File: src/rtl/sd_card_pkg.sv
// sd_card_pkg: shared states, command indices and R1 status helpers for the SD card sequencers
package sd_card_pkg;
  typedef enum logic [3:0] {
    IDLE, SEND_CMD17, GET_RESP17, SEND_CMD18, GET_RESP18, GET_DATA,
    NEXT_BLOCK, SEND_CMD12, GET_RESP12, BUSY_WAIT, DONE, FAIL
  } state_t;
  localparam logic [5:0] CMD_READ_SINGLE = 6'd17;
  localparam logic [5:0] CMD_READ_MULTI  = 6'd18;
  localparam logic [5:0] CMD_STOP        = 6'd12;
  // Bit positions inside the 32-bit card status carried in frame bits [39:8]
  localparam int R1_OUT_OF_RANGE      = 31;
  localparam int R1_ADDRESS_ERROR     = 30;
  localparam int R1_CURRENT_STATE_LSB = 9;
  localparam int R1_CURRENT_STATE_MSB = 12;
  function automatic logic r1_addr_fault(input logic [31:0] status);
    return status[R1_OUT_OF_RANGE] | status[R1_ADDRESS_ERROR];
  endfunction
endpackage

File: src/rtl/sd_wait_timer.sv
// sd_wait_timer: 16-bit wait counter that saturates at limit and flags expiry
//  clk, rst  : clock, asynchronous active-high reset
//  clear     : restart count from 0 (wins over enable)
//  enable    : count one per cycle while below limit
//  limit     : expiry value, compared with ==
//  count     : current count
//  expired   : count == limit
module sd_wait_timer (
  input  logic        clk,
  input  logic        rst,
  input  logic        clear,
  input  logic        enable,
  input  logic [15:0] limit,
  output logic [15:0] count,
  output logic        expired
);
  assign expired = count == limit;
  always_ff @(posedge clk or posedge rst)
    if (rst) count <= '0;
    else if (clear) count <= '0;
    else if (enable && !expired) count <= count + 16'd1;
endmodule

File: src/rtl/sd_card_read_ctrl.sv
// sd_card_read_ctrl: CMD17/CMD18 read sequencer with CMD12 stop and R1b busy wait
//  clk, rst                : clock, asynchronous active-high reset
//  Read_Enable             : start request, held until Read_complite/Read_Fail
//  Responce_R1_R3          : last response frame, card status in [39:8]
//  SD_Addr_Block           : block address for CMD17/CMD18
//  SerialCount             : 0 = single block, N = N+1 blocks
//  CMD_ID, Arg1..Arg4      : command index and argument bytes (Arg1 = MSB)
//  Send_CMD_En/Get_CMD_En/Get_DATA_En : registered, mutually exclusive engine requests
//  Send_CMD_Complite/Get_CMD_Complite/Get_DATA_Complite/Data_CRC_Error : engine status
//  Busy_Bit                : DAT0 level, 1 = card ready
//  BlockReadCount          : index of block being received
//  Read_complite/Read_Fail : result flags
module sd_card_read_ctrl
  import sd_card_pkg::*;
#(
  parameter logic [15:0] RESP_TIMEOUT = 16'd255,
  parameter logic [15:0] DATA_TIMEOUT = 16'hFFFF,
  parameter logic [15:0] BUSY_TIMEOUT = 16'hFFFF
) (
  input  logic        clk,
  input  logic        rst,
  input  logic        Read_Enable,
  input  logic [47:0] Responce_R1_R3,
  input  logic [31:0] SD_Addr_Block,
  input  logic [31:0] SerialCount,
  output logic [5:0]  CMD_ID,
  output logic [7:0]  Arg1,
  output logic [7:0]  Arg2,
  output logic [7:0]  Arg3,
  output logic [7:0]  Arg4,
  output logic        Send_CMD_En,
  output logic        Get_CMD_En,
  output logic        Get_DATA_En,
  input  logic        Send_CMD_Complite,
  input  logic        Get_CMD_Complite,
  input  logic        Get_DATA_Complite,
  input  logic        Data_CRC_Error,
  input  logic        Busy_Bit,
  output logic [31:0] BlockReadCount,
  output logic        Read_complite,
  output logic        Read_Fail
);
  state_t state, state_n;
  logic err, err_n, expired, waiting, multi, addr_fault, unused_bits;
  logic [31:0] cnt_n, serial_q, addr_q;
  logic [15:0] limit, timer_count;
  assign multi = serial_q != 32'd0;
  assign addr_fault = r1_addr_fault(Responce_R1_R3[39:8]);
  assign unused_bits = ^{Responce_R1_R3[47:40], Responce_R1_R3[7:0], timer_count};
  assign waiting = state inside {GET_RESP17, GET_RESP18, GET_RESP12, GET_DATA, BUSY_WAIT};
  assign limit = state == GET_DATA ? DATA_TIMEOUT : state == BUSY_WAIT ? BUSY_TIMEOUT : RESP_TIMEOUT;
  assign {Arg1, Arg2, Arg3, Arg4} = CMD_ID inside {CMD_READ_SINGLE, CMD_READ_MULTI} ? addr_q : 32'h0;
  sd_wait_timer u_timer (
    .clk     (clk),
    .rst     (rst),
    .clear   (state_n != state),
    .enable  (waiting),
    .limit   (limit),
    .count   (timer_count),
    .expired (expired)
  );
  always_comb begin
    state_n = state;
    err_n   = err;
    cnt_n   = BlockReadCount;
    case (state)
      IDLE:       if (Read_Enable) state_n = SerialCount != 32'd0 ? SEND_CMD18 : SEND_CMD17;
      SEND_CMD17: if (Send_CMD_Complite) state_n = GET_RESP17;
      SEND_CMD18: if (Send_CMD_Complite) state_n = GET_RESP18;
      SEND_CMD12: if (Send_CMD_Complite) state_n = GET_RESP12;
      GET_RESP17, GET_RESP18, GET_RESP12:
        if (Get_CMD_Complite) state_n = addr_fault ? FAIL : state == GET_RESP12 ? BUSY_WAIT : GET_DATA;
        else if (expired) state_n = FAIL;
      GET_DATA:
        if (Get_DATA_Complite || expired) begin
          // CRC error is only meaningful alongside completion; a timeout is an error too
          err_n   = err | expired | (Get_DATA_Complite & Data_CRC_Error);
          state_n = multi ? (err_n ? SEND_CMD12 : NEXT_BLOCK) : (err_n ? FAIL : DONE);
        end
      NEXT_BLOCK:
        if (BlockReadCount == serial_q) state_n = SEND_CMD12;
        else begin
          cnt_n   = BlockReadCount + 32'd1;
          state_n = GET_DATA;
        end
      BUSY_WAIT:
        if (Busy_Bit) state_n = err ? FAIL : DONE;
        else if (expired) state_n = FAIL;
      DONE, FAIL:
        if (!Read_Enable) begin
          state_n = IDLE;
          cnt_n   = '0;
          err_n   = 1'b0;
        end
      default:    state_n = IDLE;
    endcase
  end
  always_ff @(posedge clk or posedge rst)
    if (rst) begin
      state          <= IDLE;
      err            <= 1'b0;
      BlockReadCount <= '0;
      serial_q       <= '0;
      addr_q         <= '0;
      CMD_ID         <= '0;
      Send_CMD_En    <= 1'b0;
      Get_CMD_En     <= 1'b0;
      Get_DATA_En    <= 1'b0;
      Read_complite  <= 1'b0;
      Read_Fail      <= 1'b0;
    end else begin
      state          <= state_n;
      err            <= err_n;
      BlockReadCount <= cnt_n;
      if (state == IDLE && Read_Enable) begin
        serial_q <= SerialCount;
        addr_q   <= SD_Addr_Block;
      end
      // Outputs decode the next state so they are registered and change with the state
      CMD_ID        <= state_n inside {SEND_CMD17, GET_RESP17} ? CMD_READ_SINGLE :
                       state_n inside {SEND_CMD18, GET_RESP18} ? CMD_READ_MULTI :
                       state_n inside {SEND_CMD12, GET_RESP12} ? CMD_STOP : 6'd0;
      Send_CMD_En   <= state_n inside {SEND_CMD17, SEND_CMD18, SEND_CMD12};
      Get_CMD_En    <= state_n inside {GET_RESP17, GET_RESP18, GET_RESP12};
      Get_DATA_En   <= state_n == GET_DATA;
      Read_complite <= state_n == DONE;
      Read_Fail     <= state_n == FAIL;
    end
endmodule
File: config.mk
export PLATFORM = sky130hd
export DESIGN_NAME = sd_card_read_ctrl
export DESIGN_NICKNAME = d
export VERILOG_FILES = /design/src/rtl/sd_card_pkg.sv /design/src/rtl/sd_wait_timer.sv /design/src/rtl/sd_card_read_ctrl.sv
export SDC_FILE = /design/constraint.sdc
export NUM_CORES = 1
export LEC_CHECK = 0
export CAP_MARGIN = 40
export CORE_AREA = 2 2 141 143
export CTS_CLUSTER_SIZE = 14
export DETAILED_ROUTE_END_ITERATION = 16
export DIE_AREA = 0 0 143 145
export GPL_TIMING_DRIVEN = 1
export PLACE_DENSITY = 0.62
export SYNTH_ARGS = -nofsm -noshare
export SYNTH_HDL_FRONTEND = slang
export SYNTH_SLANG_ARGS = --single-unit
File: constraint.sdc
create_clock -name clk -period 10.25 [get_ports clk]
set_input_delay 2.05 -clock clk [delete_from_list [all_inputs] [get_ports clk]]
set_output_delay 2.05 -clock clk [all_outputs]
set_load 0.005 [all_outputs]
==> metrics.txt <==
layout cells sized above 1 0.158; placed inst area 8490 sq um; initial antenna violation count 1; clock root cell clkbuf_16; P_int roughly 1.5 mW; max incr delay on CP ~680 ps; vias in the first global route 5418; sequential share of the synthesized area 0.465; Cell variety after synth 62; Via density about 5.2; total gr overflow 0; max-slew violations 0; crit-path cells clkdlybuf4s50_1, nor3b_1, nand2_2, buf_4, o21ai_0, and4b_1, nand3_2, a211oi_1; Clock Latency Late Sink 420 ps; Max IR drop VDD around 130 uV; sequential power share 0.358; placed cells 1026; design area around 9100 sq um; setup TNS 0 ps; commonest non-fill, non-tap cell in the layout clkdlybuf4s50_1; sw frac 0.337; n_diodes 0; clock skew between 5 and 6 ps; GPL Wtd Cong 0.859; Initial Util 0.353; Crit path buffers/inverters 2; width of the die 143 um; Slowest-stage cell, CP buf_4; Worst setup EP type flip-flop; Initial DRC Count 308; max-capacitance violation count 0; hold_ws 492 ps; PostCTS Resize Cnt 0; number of H-tree levels 4; static leakage 3.57 nW; mapped cell area 6780 sq um; Routed WL approximately 18000 um; FILL cells 1820; CP startpoint kind primary input; Mapped Nets 764; met1 WL around 8400 um; cts bufs inserted 17; CP delay by family, top simple AND/OR/NAND/NOR gates; Final ANT Viol Nets 0; Power, Total 2.27 mW; WL met3 1360 um; uppermost layer routed met4; filler-free cell count of the finished design 1056; Initial DRT Pass Iterations 4; Hold/Removal Path Class reg2reg; fin util 0.473; CP arrival 5140 ps; Worst-Margin Slew 879 ps; FP Rows 51; first-pass GRT wire length just under 30000 um; layout overhead on the synthesized area 34.0%; status finished clean; Final WS setup ~5400 ps; flop and latch count out of synthesis 126; ys async rst share 1.00; multi-input logic area 3400 sq um; Combinational Power Share 0.374; crit path max fanout 65; Avg Inst Size Synth 10.6 sq um; CTS Sinks 126; pwr/cell area about 250 nW/um^2; CTS clk-pin slew, worst paths 60 ps; Avg WL per Cell between 15 and 20 um; Synth Instances 642; die height 145 um; Synth Warn # 0; Remaining DRCs 0; Final Hold Fails 0; core region area 19200 sq um; maximum number of pins on one net before global-route repair 66; dpl hpwl 13000 um; hold-fix buffers at CTS 0; worst slack, placed 5010 ps; setup violators final 0; power share of the clock group 0.268; Via Count 5483; # Post-CTS Setup Buffers 0; WS Path Type in2reg; RSZ-0062 raised after global routing no; final period utilization 0.470; Max Freq 207 MHz; commonest non-fill, non-tap cells in the layout clkdlybuf4s50_1, dfrtp_1, mux2_2; GRT Total Usage 0.179; fin nets 903; CTS tree yes; total die area 20700 sq um; I/O pins 195; clk buf depth 2; Post-synth EDFFs 0; Post-synth top flop dfrtp_1; Psw 0.766 mW; CP Data Required Time 10570 ps; minimum clock period roughly 4800 ps; relative slew slack 0.414; port bufs between 100 and 150; Sequential cell area between 3000 and 4000 sq um; routed wl met2 ~8000 um
-- power by group through the flow --
stage                     clock network (mW)  registers [mW]  logic [mW]
after floorplan                            0           0.752       0.621
after global placement                     0           0.812       0.836
after detailed placement                   0           0.819       0.849
after CTS                              0.623           0.812       0.855
after global routing                   0.645           0.837       0.932
final                                  0.607           0.813       0.849
-- flip-flops by register name, indices dropped and copies added, names as in the netlist --
signal,count
BlockReadCount,32
CMD_ID,4
Get_CMD_En,1
Get_DATA_En,1
Read_Fail,1
Read_complite,1
Send_CMD_En,1
addr_q,32
err,1
serial_q,32
state,4
u_timer.count,16
-- per-layer routing --
metal | vias up | GRT usage
met5 | - | 0
met2 | 146 | 0.261
met1 | 2686 | 0.252
met4 | 0 | 0.0550
li1 | 2633 | -
met3 | 18 | 0.0571
-- logic make-up after synthesis --
group	after synthesis	synth area share
AO/OA/AOI/OAI	118	0.118
XOR/XNOR	55	0.0711
adder cells (fa/ha/maj)	3	0.00517
buffers and inverters	49	0.0345
flip-flops	126	0.465
multiplexers	71	0.117
other	1	0.000553
AND/OR/NAND/NOR	219	0.188
-- path summary, 6_finish.rpt --
| path | cells past startpoint | end | from | slack (ps) |
|---|---|---|---|---|
| worst max-delay path | 8 | u_timer.count[12] | Read_Enable | 5430 |
| worst min-delay path | 1 | addr_q[5] | addr_q[5] | 490 |
| min in group asynchronous | 2 | BlockReadCount[23] | rst | 2110 |
| worst min register to register | 1 | addr_q[5] | addr_q[5] | 490 |
| max in group asynchronous | 4 | addr_q[18] | rst | 6960 |
| worst max register to register | 7 | u_timer.count[12] | state[1] | 6720 |
-- cell type report --
type,count,area share
Clock inverter,8,0.0127
Multi-Input combinational cell,467,0.375
Timing Repair Buffer,156,0.171
Tap cell,265,0.0365
Inverter,13,0.00565
Sequential cell,126,0.347
Clock buffer,21,0.0518
-- synthesized netlist by cell type, drive strengths merged (3+ instances only) --
library cell	instances	area share
a211oi	17	0.026
a21o	3	0.0033
a21oi	35	0.026
and2	35	0.032
and3	9	0.0083
and4	5	0.0065
buf	15	0.016
clkbuf	21	0.012
dfrtp	126	0.47
inv	13	0.0072
mux2	66	0.11
mux2i	5	0.0074
nand2	31	0.017
nand2b	4	0.0048
nand3	19	0.015
nand4	24	0.022
nor2	22	0.012
nor3	3	0.0030
nor3b	4	0.0044
nor4	20	0.018
o211a	3	0.0044
o211ai	3	0.0033
o21ai	35	0.026
o22ai	3	0.0028
o31ai	4	0.0044
or3	25	0.023
or4	5	0.0055
xnor2	37	0.048
xor2	18	0.023
-- worst register-to-register path, delay by kind of cell, from the launching register on --
family | cells | cell delay, ps
buffers and inverters | 1 | 680
AOI/OAI and AO/OA | 2 | 650
DFF | 1 | 880
and+or+nand+nor | 4 | 1220
No activity file was read; power rests on OpenSTA's default activity.
==> RTL edit 1: new RTL, same settings <==
The output `Get_DATA_En` loses its register stage (`Get_DATA_En` becomes a continuous assignment). Comments in the files are not updated.
--- a/src/rtl/sd_card_read_ctrl.sv
+++ b/src/rtl/sd_card_read_ctrl.sv
@@ -105,7 +105,6 @@
       CMD_ID         <= '0;
       Send_CMD_En    <= 1'b0;
       Get_CMD_En     <= 1'b0;
-      Get_DATA_En    <= 1'b0;
       Read_complite  <= 1'b0;
       Read_Fail      <= 1'b0;
     end else begin
@@ -122,8 +121,9 @@
                        state_n inside {SEND_CMD12, GET_RESP12} ? CMD_STOP : 6'd0;
       Send_CMD_En   <= state_n inside {SEND_CMD17, SEND_CMD18, SEND_CMD12};
       Get_CMD_En    <= state_n inside {GET_RESP17, GET_RESP18, GET_RESP12};
-      Get_DATA_En   <= state_n == GET_DATA;
       Read_complite <= state_n == DONE;
       Read_Fail     <= state_n == FAIL;
     end
+
+  assign Get_DATA_En = state_n == GET_DATA;
 endmodule
Function: changed (Yosys sat finds a counterexample within 4 cycles, from zero or initial values and one cycle with rst high).
==> RTL edit 1 against the unedited design <==
- worst hold slack worse by 0.0017 ns
- setup slack got worse by 2.3 ns
- area after synthesis down 0.37%
- global-route usage down 0.31 points
- power up 0.38%
- routed wire length is 0.46% lower
- synthesized cell count down 0.16%
- sequential cell count down 1
- die area unchanged
- cell area down 0.17%
- critical path depth grew 2
- largest cell class unchanged
==> RTL edit 1: results (changes against the unedited design) <==
place_area_um2: 8461  # -0.34%
dr.pass1.iters: 7  # +3
r2r-end: "u_timer.count[15]"
wirelength_um: 17900  # -0.46%
drive_above_1_share: 0.1557  # -0.002332
grtUsageMet1: 0.2417  # -0.01005
rrSetupSlack_ns: 6.80  # +0.08 ns
dpl.hpwl_um: 12850  # -0.91%
buffer_area_frac: 0.1707  # -0.0006823
holdWs_ns: 0.4907  # -0.001705 ns
synth_cells: 641  # -0.16%
ys_top_cells_by_area: "dfrtp_1 (46%), mux2_2 (11%), xnor2_1 (4.8%)"
drtIter0Drc: 349  # +13%
p_leak_nw: 3.552  # -0.44%
synth_nets: 763  # -0.13%
crit_end: "Get_DATA_En"
grt_pass1_vias: 5444  # +0.48%
crit_arrival_ns: 5.05  # -0.09 ns
buffers_excl_clock: 155  # -0.64%
stdcell_count: 1055  # -0.095%
peakVddDrop_mv: 0.1310  # -2.1%
m1WireLength_um: 8364  # -0.46%
globalplace.congestion: 0.8189  # -4.7%
grt_pass1_wl_um: 28750  # -1.9%
synth_commonest_cells: "dfrtp_1 (125), mux2_2 (66), xnor2_1 (37)"
vias_per_cell: 5.186  # -0.12%
status: "completed"
clock_skew_ns: 0.01031  # +0.005009 ns
[RTL edit 1: cell count changes after synthesis]
cell	unedited run	this run
dfrtp_1	126	125
[RTL edit 1: through the flow]
stage / power (mW) / worst slack, ns / util
after detailed placement: 1.662 / 3.129 / 0.4405
after global routing: 2.423 / 2.892 / 0.4720
after floorplan: 1.367 / 4.861 / -
final: 2.277 / 3.152 / 0.4720
after CTS: 2.298 / 3.110 / 0.4720
after global placement: 1.647 / 3.114 / 0.4389
[RTL edit 1: kinds of logic after synthesis]
| group | synth area share |
|---|---|
| simple gates | 0.1891 |
| flops | 0.4634 |
| compound gates | 0.1183 |
| mux | 0.1175 |
| xor+xnor | 0.07136 |
| buf+inv | 0.03466 |
| fa+ha+maj | 0.005189 |
| other cells | 0.0005555 |
[RTL edit 1: where the power goes]
group	internal, mW	switching (mW)	total [mW]
clock network	0.415	0.211	0.626
logic	0.447	0.398	0.846
registers	0.654	0.151	0.805
==> RTL edit 2: new RTL, config.mk and constraints unchanged <==
Made on the original files. `DATA_TIMEOUT`: 16'hFFFF -> 16'h7FFF.
--- a/src/rtl/sd_card_read_ctrl.sv
+++ b/src/rtl/sd_card_read_ctrl.sv
@@ -14,7 +14,7 @@
   import sd_card_pkg::*;
 #(
   parameter logic [15:0] RESP_TIMEOUT = 16'd255,
-  parameter logic [15:0] DATA_TIMEOUT = 16'hFFFF,
+  parameter logic [15:0] DATA_TIMEOUT = 16'h7FFF,
   parameter logic [15:0] BUSY_TIMEOUT = 16'hFFFF
 ) (
   input  logic        clk,
Check against the original RTL: no difference found for any inputs over 10 cycles, from zero or initial values and one cycle with rst high; that may be too few to reach the edited logic, so the function may still have changed.
==> RTL edit 2 against the unedited design <==
- via count is 3.4% lower
- sequential share of layout area fell by 0.13 points
- non-clock buffer count decreased by 1
- power is 11% higher
- routed wire length down 1.8%
- largest power group unchanged
- area after synthesis fell by 0.78%
- final cell count shrank 0.66%
- die area is the same
- setup slack improved by 0.16 ns
- critical path depth stayed put
- first-iteration DRC count increased by 8.4%
- sequential cell count unchanged
- cell area grew 0.37%
==> RTL edit 2: results (changes against the unedited design) <==
status: "completed"
drtIter0Drc: 334  # +8.4%
diodes: 0  # unchanged
path_max_fanout: 42  # -35%
ys_top_cells_by_area: "dfrtp_1 (47%), mux2_2 (11%), xor2_1 (6.0%)"
clockBufferDepth: 2  # unchanged
n_fill_cell: 1847  # +1.5%
antenna_found_initial: 0  # -1
grt_max_degree: 56  # -15%
drive_above_1_share: 0.1671  # +0.009064
cts_resized: 0  # unchanged
dr.pass1.iters: 6  # +2
cpPeakStageDelay_ns: 0.66  # -0.02 ns
fmax_ghz: 0.2144  # +3.3%
grtUsageTotal: 0.1752  # -0.003629
cts-buffers-inserted: 17  # unchanged
globalplace.congestion: 0.8344  # -2.9%
cp_top_family: "buffers and inverters"
clock_skew_ns: 0.008385  # +0.003083 ns
synth_nets: 751  # -1.7%
slowest_stage: "and3_2"
wirelength_um: 17660  # -1.8%
p_leak_nw: 3.700  # +3.7%
grt_pass1_wl_um: 28600  # -2.4%
crit_arrival_ns: 4.99  # -0.15 ns
synth_commonest_cells: "dfrtp_1 (126), mux2_2 (64), nor2_1 (56)"
portBuffers: 147  # unchanged
peakVddDrop_mv: 0.1382  # +3.2%
tightestPinTransition_ns: 0.7131  # -0.1655 ns
place_area_um2: 8492  # about the same
tns_ns: 0  # unchanged
postCtsSetupBuffers: 0  # unchanged
yosysSeqAreaShare: 0.4690  # +0.003638
ys_warn_count: 0  # unchanged
clock_latency_ns: 0.41
grt_pass1_vias: 5252  # -3.1%
reg_top3: "BlockReadCount (32), addr_q (32), serial_q (32)"
layout.nets: 893  # -1.1%
ys_async_sr_fraction: 1.000  # unchanged
dpl.hpwl_um: 12790  # -1.3%
vias_per_cell: 5.051  # -2.7%
synthDistinctLibCells: 67  # +8.1%
RTL edit 2: cell types whose count changed in the layout (fill, tap and decap cells not counted), sizes merged, moves of 4 or more:
cell	change
a211oi	-5
a21oi	-16
a31o	+8
clkinvlp	+4
inv	+7
nand3	-8
nor2	+34
nor2b	+5
nor4	+5
o21ai	-26
or3	-23
xnor2	-11
xor2	+28
RTL edit 2: cell families (layout without fill, tap and decap cells):
logic type	after synthesis	count (layout)	synth area share
DFF	126	126	0.4690
muxes	67	67	0.1117
adders and majority gates	2	2	0.003722
and+or+nand+nor	236	236	0.1988
AOI/OAI and AO/OA	78	78	0.09287
buffers and inverters	47	202	0.02959
xor gates and xnor gates	72	72	0.09380
other	1	1	0.0005578
RTL edit 2: final timing paths:
check | startpoint | endpoint | slack [ns] | cells after the start
worst min-delay path | addr_q[31] | addr_q[31] | 0.50 | 1
worst min register to register | addr_q[31] | addr_q[31] | 0.50 | 1
max in group asynchronous | rst | BlockReadCount[16] | 7.00 | 4
worst max register to register | state[2] | u_timer.count[1] | 7.00 | 8
min in group asynchronous | rst | addr_q[16] | 1.94 | 2
worst max-delay path | Read_Enable | u_timer.count[1] | 5.59 | 8
RTL edit 2: cell type report:
class	instances	area, µm²	area share
clock buffer	18	439.2	0.04819
clock inverter	14	182.7	0.02004
inverter	15	58.81	0.006452
multi-input combinational	456	3390	0.3719
sequential	126	3153	0.3460
tap	265	331.6	0.03638
timing repair buffer	155	1559	0.1711
RTL edit 2: routing by layer:
metal,part of all wire,vias to the layer above,track usage
met5,0,-,0
met4,0.018,0,0.05545
met3,0.047,25,0.03267
met2,0.47,141,0.2754
met1,0.46,2588,0.2437
li1,-,2545,-
RTL edit 2: per-stage QoR:
step                total power, mW  setup slack (ns)  cells
floorplan                     1.484             4.844    629
global route                  2.690             5.389   1049
detailed placement            1.901             5.130   1017
finish                        2.522             5.585   1049
CTS                           2.548             5.563   1049
global placement              1.875             5.141   1014
RTL edit 2: power by group:
part,internal (mW),switching (mW)
registers,0.700,0.231
logic,0.546,0.413
clock network,0.394,0.236
total,1.64,0.881
